==> src/rtl/node_port_ctrl.sv <==
// node_port_ctrl -- node-side endpoint of the router-core node interface.
//
// Outbound: application packets are queued in a TX FIFO and offered to the
// router core one at a time on Packet_From_Node/Packet_From_Node_Valid. Each
// offer is held until Core_Load_Ack; an offer that sees no ack for
// ACK_TIMEOUT cycles is withdrawn for one cycle and retried. After MAX_RETRY
// failed attempts the packet is discarded and tx_err pulses for one cycle.
// Inbound: every Packet_To_Node_Valid cycle pushes Packet_To_Node into an RX
// FIFO (first-word fall-through). A packet arriving while the FIFO is full is
// dropped and the sticky rx_overflow flag is set until reset.
//
// Ports:
//   Clk_R, Rst                      clock (rising edge), async active-high reset
//   app_tx_data/valid/ready         application -> outbound FIFO handshake
//   Packet_From_Node[_Valid]        registered offer to the router core
//   Core_Load_Ack                   router core accepted the offer (1-cycle pulse)
//   Packet_To_Node[_Valid]          inbound packet from the router core
//   app_rx_data/valid/ready         inbound FIFO head -> application handshake
//   tx_err                          1-cycle pulse when a packet is discarded
//   rx_overflow                     sticky inbound-drop flag
//
// Optional build macro NODE_PORT_STATS_EN adds 16-bit saturating counters
// stat_tx_sent, stat_tx_retry, stat_tx_drop and stat_rx_drop.
module node_port_ctrl #(
  parameter int TX_DEPTH    = 4,
  parameter int RX_DEPTH    = 4,
  parameter int ACK_TIMEOUT = 16,
  parameter int MAX_RETRY   = 3
) (
  input  logic        Clk_R,
  input  logic        Rst,
  input  logic [28:0] app_tx_data,
  input  logic        app_tx_valid,
  output logic        app_tx_ready,
  output logic [28:0] Packet_From_Node,
  output logic        Packet_From_Node_Valid,
  input  logic        Core_Load_Ack,
  input  logic [23:0] Packet_To_Node,
  input  logic        Packet_To_Node_Valid,
  output logic [23:0] app_rx_data,
  output logic        app_rx_valid,
  input  logic        app_rx_ready,
  output logic        tx_err,
`ifdef NODE_PORT_STATS_EN
  output logic        rx_overflow,
  output logic [15:0] stat_tx_sent,
  output logic [15:0] stat_tx_retry,
  output logic [15:0] stat_tx_drop,
  output logic [15:0] stat_rx_drop
`else
  output logic        rx_overflow
`endif
);

  localparam int TXA = $clog2(TX_DEPTH);
  localparam int RXA = $clog2(RX_DEPTH);
  localparam int TW  = $clog2(ACK_TIMEOUT);
  localparam int RW  = $clog2(MAX_RETRY + 1);

  typedef enum logic [1:0] {IDLE, OFFER, BACKOFF} state_t;

  // ---------------- outbound FIFO ----------------
  logic [28:0]  tx_mem [TX_DEPTH];
  logic [TXA-1:0] tx_wr, tx_rd;
  logic [TXA:0]   tx_cnt;
  logic           tx_push, tx_pop;

  assign app_tx_ready = (tx_cnt != (TXA+1)'(TX_DEPTH));
  assign tx_push      = app_tx_valid && app_tx_ready;

  always_ff @(posedge Clk_R) begin
    if (tx_push) tx_mem[tx_wr] <= app_tx_data;
  end

  always_ff @(posedge Clk_R or posedge Rst) begin
    if (Rst) begin
      tx_wr  <= '0;
      tx_rd  <= '0;
      tx_cnt <= '0;
    end else begin
      if (tx_push) tx_wr <= tx_wr + TXA'(1);
      if (tx_pop)  tx_rd <= tx_rd + TXA'(1);
      case ({tx_push, tx_pop})
        2'b10:   tx_cnt <= tx_cnt + (TXA+1)'(1);
        2'b01:   tx_cnt <= tx_cnt - (TXA+1)'(1);
        default: ;
      endcase
    end
  end

  // ---------------- outbound offer FSM ----------------
  state_t         state;
  logic [TW-1:0]  timer;
  logic [RW-1:0]  retry;
  logic [RW:0]    retry_p1;
  logic           ack_hit, timeout, last_try;

  // Ack is only meaningful while offering; it takes priority over timeout.
  assign ack_hit  = (state == OFFER) && Core_Load_Ack;
  assign timeout  = (state == OFFER) && !Core_Load_Ack && (timer == TW'(ACK_TIMEOUT - 1));
  assign retry_p1 = {1'b0, retry} + (RW+1)'(1);
  assign last_try = (retry_p1 == (RW+1)'(MAX_RETRY));
  // The head leaves the FIFO on acceptance or on final discard.
  assign tx_pop   = ack_hit || (timeout && last_try);

  always_ff @(posedge Clk_R or posedge Rst) begin
    if (Rst) begin
      state                  <= IDLE;
      Packet_From_Node       <= '0;
      Packet_From_Node_Valid <= 1'b0;
      timer                  <= '0;
      retry                  <= '0;
      tx_err                 <= 1'b0;
    end else begin
      tx_err <= 1'b0;
      case (state)
        IDLE: begin
          if (tx_cnt != '0) begin
            Packet_From_Node       <= tx_mem[tx_rd];
            Packet_From_Node_Valid <= 1'b1;
            timer                  <= '0;
            retry                  <= '0;
            state                  <= OFFER;
          end
        end
        OFFER: begin
          if (ack_hit) begin
            Packet_From_Node_Valid <= 1'b0;
            state                  <= IDLE;
          end else if (timeout) begin
            Packet_From_Node_Valid <= 1'b0;
            if (last_try) begin
              tx_err <= 1'b1;
              state  <= IDLE;
            end else begin
              retry <= retry_p1[RW-1:0];
              state <= BACKOFF;
            end
          end else begin
            timer <= timer + TW'(1);
          end
        end
        BACKOFF: begin
          Packet_From_Node_Valid <= 1'b1;
          timer                  <= '0;
          state                  <= OFFER;
        end
        default: state <= IDLE;
      endcase
    end
  end

  // ---------------- inbound FIFO ----------------
  logic [23:0]    rx_mem [RX_DEPTH];
  logic [RXA-1:0] rx_wr, rx_rd;
  logic [RXA:0]   rx_cnt;
  logic           rx_full, rx_push, rx_pop, rx_drop;

  // Fullness uses the registered count; a same-cycle pop frees no space.
  assign rx_full      = (rx_cnt == (RXA+1)'(RX_DEPTH));
  assign rx_push      = Packet_To_Node_Valid && !rx_full;
  assign rx_drop      = Packet_To_Node_Valid && rx_full;
  assign app_rx_valid = (rx_cnt != '0);
  assign rx_pop       = app_rx_valid && app_rx_ready;
  // Head is forced to zero when empty so stale storage never shows.
  assign app_rx_data  = app_rx_valid ? rx_mem[rx_rd] : '0;

  always_ff @(posedge Clk_R) begin
    if (rx_push) rx_mem[rx_wr] <= Packet_To_Node;
  end

  always_ff @(posedge Clk_R or posedge Rst) begin
    if (Rst) begin
      rx_wr       <= '0;
      rx_rd       <= '0;
      rx_cnt      <= '0;
      rx_overflow <= 1'b0;
    end else begin
      if (rx_push) rx_wr <= rx_wr + RXA'(1);
      if (rx_pop)  rx_rd <= rx_rd + RXA'(1);
      if (rx_drop) rx_overflow <= 1'b1;
      case ({rx_push, rx_pop})
        2'b10:   rx_cnt <= rx_cnt + (RXA+1)'(1);
        2'b01:   rx_cnt <= rx_cnt - (RXA+1)'(1);
        default: ;
      endcase
    end
  end

`ifdef NODE_PORT_STATS_EN
  // ---------------- saturating statistics ----------------
  always_ff @(posedge Clk_R or posedge Rst) begin
    if (Rst) begin
      stat_tx_sent  <= '0;
      stat_tx_retry <= '0;
      stat_tx_drop  <= '0;
      stat_rx_drop  <= '0;
    end else begin
      if (ack_hit && stat_tx_sent != '1)                 stat_tx_sent  <= stat_tx_sent + 16'd1;
      if (timeout && !last_try && stat_tx_retry != '1)   stat_tx_retry <= stat_tx_retry + 16'd1;
      if (timeout && last_try && stat_tx_drop != '1)     stat_tx_drop  <= stat_tx_drop + 16'd1;
      if (rx_drop && stat_rx_drop != '1)                 stat_rx_drop  <= stat_rx_drop + 16'd1;
    end
  end
`endif

endmodule

==> config.mk <==
export PLATFORM = sky130hd
export DESIGN_NAME = node_port_ctrl
export DESIGN_NICKNAME = d
export VERILOG_FILES = /design/src/rtl/node_port_ctrl.sv
export SDC_FILE = /design/constraint.sdc
export NUM_CORES = 1
export LEC_CHECK = 0
export BUFFER_PORTS_ARGS = -buffer_cell sky130_fd_sc_hd__buf_2
export CAP_MARGIN = 20
export CORE_ASPECT_RATIO = 1.25
export CORE_MARGIN = 1
export CORE_UTILIZATION = 60
export DETAILED_ROUTE_END_ITERATION = 16
export PLACE_DENSITY = 0.88
export SLEW_MARGIN = 20
export SYNTH_ARGS = -nofsm -noshare
export SYNTH_HDL_FRONTEND = slang
export SYNTH_SLANG_ARGS = --single-unit
==> constraint.sdc <==
create_clock -name Clk_R -period 4.9 [get_ports Clk_R]
set_input_delay 0.49 -clock Clk_R [delete_from_list [all_inputs] [get_ports Clk_R]]
set_output_delay 0.49 -clock Clk_R [all_outputs]
set_load 0.02 [all_outputs]
# Yosys cells after proc, flatten, opt, wreduce, memory -nomap -nowiden
# Memories as Yosys holds them, arrays and structs flattened. A register that Yosys moved wholly into a read port is not among the register bits.
# Index checks and enable logic that the tools add are counted.
# classes
n_addsub	10
multipliers	0
div	0
n_lt_le_gt_ge	0
n_eq_ne	16
shift	0
mux	29
bitwise	0
reduce_logical	23
# ops
cell	count
$mux 24	1
$mux 2	8
$mux 4	3
$pmux 3 s2	2
$pmux 4 s3	1
$mux 1	11
$ne 2x2->1 const B	5
$reduce_bool 3->1	3
$add 2x1->2 const B	4
$logic_and 1x1->1	8
$add 3x1->3 const B	2
$eq 2x1->1 const B	3
$eq 2x2->1 const B	3
$ne 3x3->1 const B	2
$pmux 2 s3	1
$reduce_bool 2->1	3
$sub 3x1->3 const B	2
$reduce_and 5->1	1
$add 4x1->4 const B	1
$eq 4x4->1 const B	1
$pmux 2 s2	1
$reduce_and 2->1	2
$reduce_and 4->1	1
$add 2x1->3 const B	1
other kinds (7)	8
# word_totals
ff_bits	25
latch_bits	0
ramBits	212
romBits	0
input_bits	59
mem_count	2
# mem_list
name	words	width	read_ports	rd_ports_with_merged_regs	write_ports	line	source
tx_mem	4	29	1	1	1	63	logic [28:0] tx_mem [TX_DEPTH];
rx_mem	4	24	1	0	1	154	logic [23:0] rx_mem [RX_DEPTH];

# Depth between registers and ports, before layout
# depth
depth_word	7
depth_mapped	10
ltp_nobuf	10

# Least setup slack after synthesis
# Ideal clock, no wire load.
# synth_timing
kind	register -> register
from	register retry[0]
to	register tx_cnt[2]
arrival_ns	2.072
t_required_ns	4.821
setup_slack_ns	2.749
stages_incl_launch_ff	11
synth_period_minus_slack_ns	2.151
path_cell_list	dfrtp_1 -> inv_1 -> ha_1 -> a41oi_1 -> nor3b_1 -> ha_1 -> inv_1 -> fa_1 -> xor2_1 -> nor2_1 -> xor2_1
# synth_via
elab_chain_cells	6
elab_cells_between_ends	8
# synth_lines
element	line	source
start, declared	94	logic [RW-1:0] retry;
start signal, assigned	136	retry <= retry_p1[RW-1:0];
$add 2x1->3 *	101	assign retry_p1 = {1'b0, retry} + (RW+1)'(1);
$eq 3x2->1 *	102	assign last_try = (retry_p1 == (RW+1)'(MAX_RETRY));
$logic_and 1x1->1 *	104	assign tx_pop = ack_hit || (timeout && last_try);
$logic_or 1x1->1 *	104	
net tx_pop	66	logic tx_push, tx_pop;
$eq 2x1->1 / $eq 2x2->1 (equally long branches)	83	case ({tx_push, tx_pop})
$pmux 3 s2 / $reduce_bool 2->1 (equally long branches)	--	
end signal, assigned	84	2'b10: tx_cnt <= tx_cnt + (TXA+1)'(1);
end signal, assigned	85	2'b01: tx_cnt <= tx_cnt - (TXA+1)'(1);
end, declared	65	logic [TXA:0] tx_cnt;
# The timed path passes the listed nets; every way through them passes the cells marked *.
# A chain may end at the register's enable or synchronous reset.

# Worst setup path after layout
# layout_timing
from	register rx_rd[0]
to	output port app_rx_data[14]
# layout_via
elab_chain_cells	2
# layout_lines
element	line	source
start, declared	155	logic [RXA-1:0] rx_wr, rx_rd;
start signal, assigned	180	if (rx_pop) rx_rd <= rx_rd + RXA'(1);
$mem_v2 4x24	--	
$mux 24	166	assign app_rx_data = app_rx_valid ? rx_mem[rx_rd] : '0;
end, declared	40	output logic [23:0] app_rx_data,
# No other way between the ends.

==> results.md <==
* CP required at 4.41 ns
* Area of the core at 16800 um2
* Setup TNS at 0 ns
* I/O Buffers at 116
* Final Hold Viols at 0
* Pleak at 4.53 nW
* Peak VDD IR at 0.576 mV
* Io pins at 117
* Starting Density at 0.613
* Power Total at 8.09 mW
* CTS sink cnt at 266
* CTS tree: built
* Synth warn at 0
* Total CTS buffers at 25
* Final Skew at 0.0167 ns
* Final worst path period need at 3.05 ns
* Critical-path cell list: buf_4 -> mux4_2 -> and2_1 -> buf_2
* Die footprint at 17700 um2
* Fraction of layout instances using a drive strength above 1 at 0.403
* Endpoints failing setup at 0
* Gate Count Post-Synth at 494
* Post_cts resized at 0
* Final worst path period share at 0.622
* Number of antenna violations at the first check in global routing at 1
* FF+latch count, synth at 266
* H-Tree Depth at 1
* Die height at 149 um
* CP endpoint kind: primary output
* DR iter-0 viols at 281
* First-pass GRT wire length at 29600 um
* Max-slew violation count at 0
* Max-cap violation count at 0
* Worst-path maximum fanout at 16
* Chip width at 119 um
* Worst setup SP type: flop
* Worst-Margin Slew at 1.10 ns
* CP Class: flop to primary output
* Deepest clock path buffer count at 3
* Synth cell types at 37
* Hold path cells at 1
* Setup repair bufs after CTS at 0
* RD Place Congestion at between 0.7 and 0.8
* Hold_buf cts at 0
* Fmax at 0.328 GHz
* Synth-to-layout area growth at 16.8%
* P per Cell Area at 671 nW/um2
* Syn nets at 567
* FF-to-FF Start: rx_cnt[0]$_DFFE_PP0P_
* GRT overflow at 0
* Unrepaired setup endpoints after global routing: no
* Routed Antenna Nets at 0
* Worst hold endpoint: tx_mem[0][24]$_DFFE_PP_
* FILL cells at a little over 1000
* Worst R2R Setup Slack at roughly 2.4 ns
* Ys async rst share at 0.203
* # DRC at 0
* Worst hold start: app_tx_data[24]
* Final HPWL DP at 11100 um
* Critical Path Max Stage Delay at between 0.7 and 0.8 ns
* 1st-pass router iterations at 5
* Largest net degree at the start of global routing at 55
* Worst path arrival time at 2.56 ns
* Avg Inst Size Synth at 20.9 um2
* Vias in the first global route at roughly 5400
* Vias per inst at 5.75
* Gr usage total at 0.223
* Drt total wl at between 15000 and 20000 um
* Fin nets at 699
* R2R Path End: rx_cnt[2]$_DFFE_PP0P_
* Status: complete, no violations
* Top post-synthesis cells by area: edfxtp_1, dfrtp_1, mux4_2
* Per-cell routed wire length at roughly 22 um
* Commonest register cell after synthesis: edfxtp_1
* Yosys top cell area share at 0.617
* Yosys top cell by area: edfxtp_1
* Clk pin slew, worst setup/hold paths at 0.06 ns
* Synth Cell Area at slightly above 10000 um2
* Worst path slowest cell: dfrtp_1
* Worst hold path class: input port to flop
* Std cell rows at 53
* Clock Latency Late Sink at 0.52 ns
* Register area share after synthesis at 0.748
* Vias at roughly 5000
* Register-to-Register Path Depth at 8
* Post-synth EDFFs at ~210
* Slew headroom at 0.266
* CTS root buffer: clkbuf_16
state kept, by name, summed over array words and instances (netlist names), 2 cells and up:
signal / flops
tx_mem: 116
rx_mem: 96
Packet_From_Node: 29
timer: 4
rx_cnt: 3
tx_cnt: 3
retry: 2
rx_rd: 2
rx_wr: 2
state: 2
tx_rd: 2
tx_wr: 2
worst max-delay path: cells and delay by family (launching register included):
| kind | cells | cell delay (ns) |
|---|---|---|
| flops | 1 | 0.71 |
| buf+inv | 2 | 0.58 |
| mux | 1 | 0.57 |
| simple gates | 1 | 0.18 |
metrics by stage:
step	utilization	instances	worst slack (ns)	cell area [um2]	hold slack, ns
finish	0.716	866	1.85	12100	0.178
global route	0.716	865	1.70	12100	0.165
CTS	0.715	865	1.79	12000	0.164
detailed placement	0.661	819	2.34	11100	0.453
global placement	0.661	819	2.44	11100	0.446
floorplan	-	494	2.75	10300	0.444
where the power goes:
part           total (mW)  switching, mW  leakage, nW  internal (mW)
Clock                2.13          0.820        0.441           1.31
Combinational        2.54           1.31         1.51           1.23
Sequential           3.42          0.373         2.59           3.05
layer usage:
metal / GRT usage / share of wire
met1: 0.280 / 0.38
met2: 0.390 / 0.53
met3: 0.0475 / 0.070
met4: 0.0688 / 0.018
met5: 0 / 0
layout make-up:
class | count | area [um2] | area share
sequential | 266 | 7720 | 0.640
multi-input combinational | 191 | 2430 | 0.202
timing repair buffer | 124 | 641 | 0.0531
clock buffer | 25 | 626 | 0.0519
clock inverter | 21 | 294 | 0.0244
tap | 220 | 275 | 0.0228
inverter | 18 | 67.6 | 0.00560
antenna | 1 | 2.50 | 0.000208
kinds of logic (layout without fill, tap and decap cells):
family / after synthesis / count (layout) / share of synthesized area
other: 0 / 1 / 0
buffers and inverters: 37 / 188 / 0.0172
AOI/OAI and AO/OA: 15 / 15 / 0.00897
adders and majority gates: 14 / 14 / 0.0184
muxes: 86 / 86 / 0.161
xor gates and xnor gates: 12 / 12 / 0.0102
and+or+nand+nor: 64 / 64 / 0.0360
DFF: 266 / 266 / 0.748
synthesized netlist by cell type (all sizes together) (2+ instances only):
master  number
ha          12
dfrtp       54
and2        30
nand3        6
and3         5
xor2         6
mux2        30
mux4        53
nand2        5
mux2i        3
inv         18
xnor2        6
clkbuf       7
or3          3
nor3         3
o21ai        8
edfxtp     212
fa           2
buf         12
nor2         7
cell usage in the layout, fill, tap and decap left out, drive strengths merged, types with 2 or more instances in the layout:
master,n
and2,30
xor2,6
nand2,5
ha,12
dfrtp,54
mux4,53
inv,20
clkinvlp,4
mux2,30
mux2i,3
clkbuf,25
nor3,3
nand3,6
clkinv,8
and3,5
bufinv,7
edfxtp,212
or3,3
buf,124
o21ai,8
nor2,7
fa,2
xnor2,6
worst max-delay path by stage:
stage	slack, ns	startpoint	to	depth (start not counted)
2_1_floorplan	2.75	retry[0]$_DFFE_PP0P_	tx_cnt[2]$_DFFE_PP0P_	10
3_3_place_gp	2.44	rx_rd[0]$_DFFE_PP0P_	app_rx_data[1]	4
3_5_place_dp	2.34	rx_rd[0]$_DFFE_PP0P_	app_rx_data[14]	4
4_1_cts	1.79	rx_rd[0]$_DFFE_PP0P_	app_rx_data[14]	4
5_1_grt	1.70	rx_rd[0]$_DFFE_PP0P_	app_rx_data[14]	4
6_report	1.85	rx_rd[0]$_DFFE_PP0P_	app_rx_data[14]	4
Power figures use the tool's default switching activity.
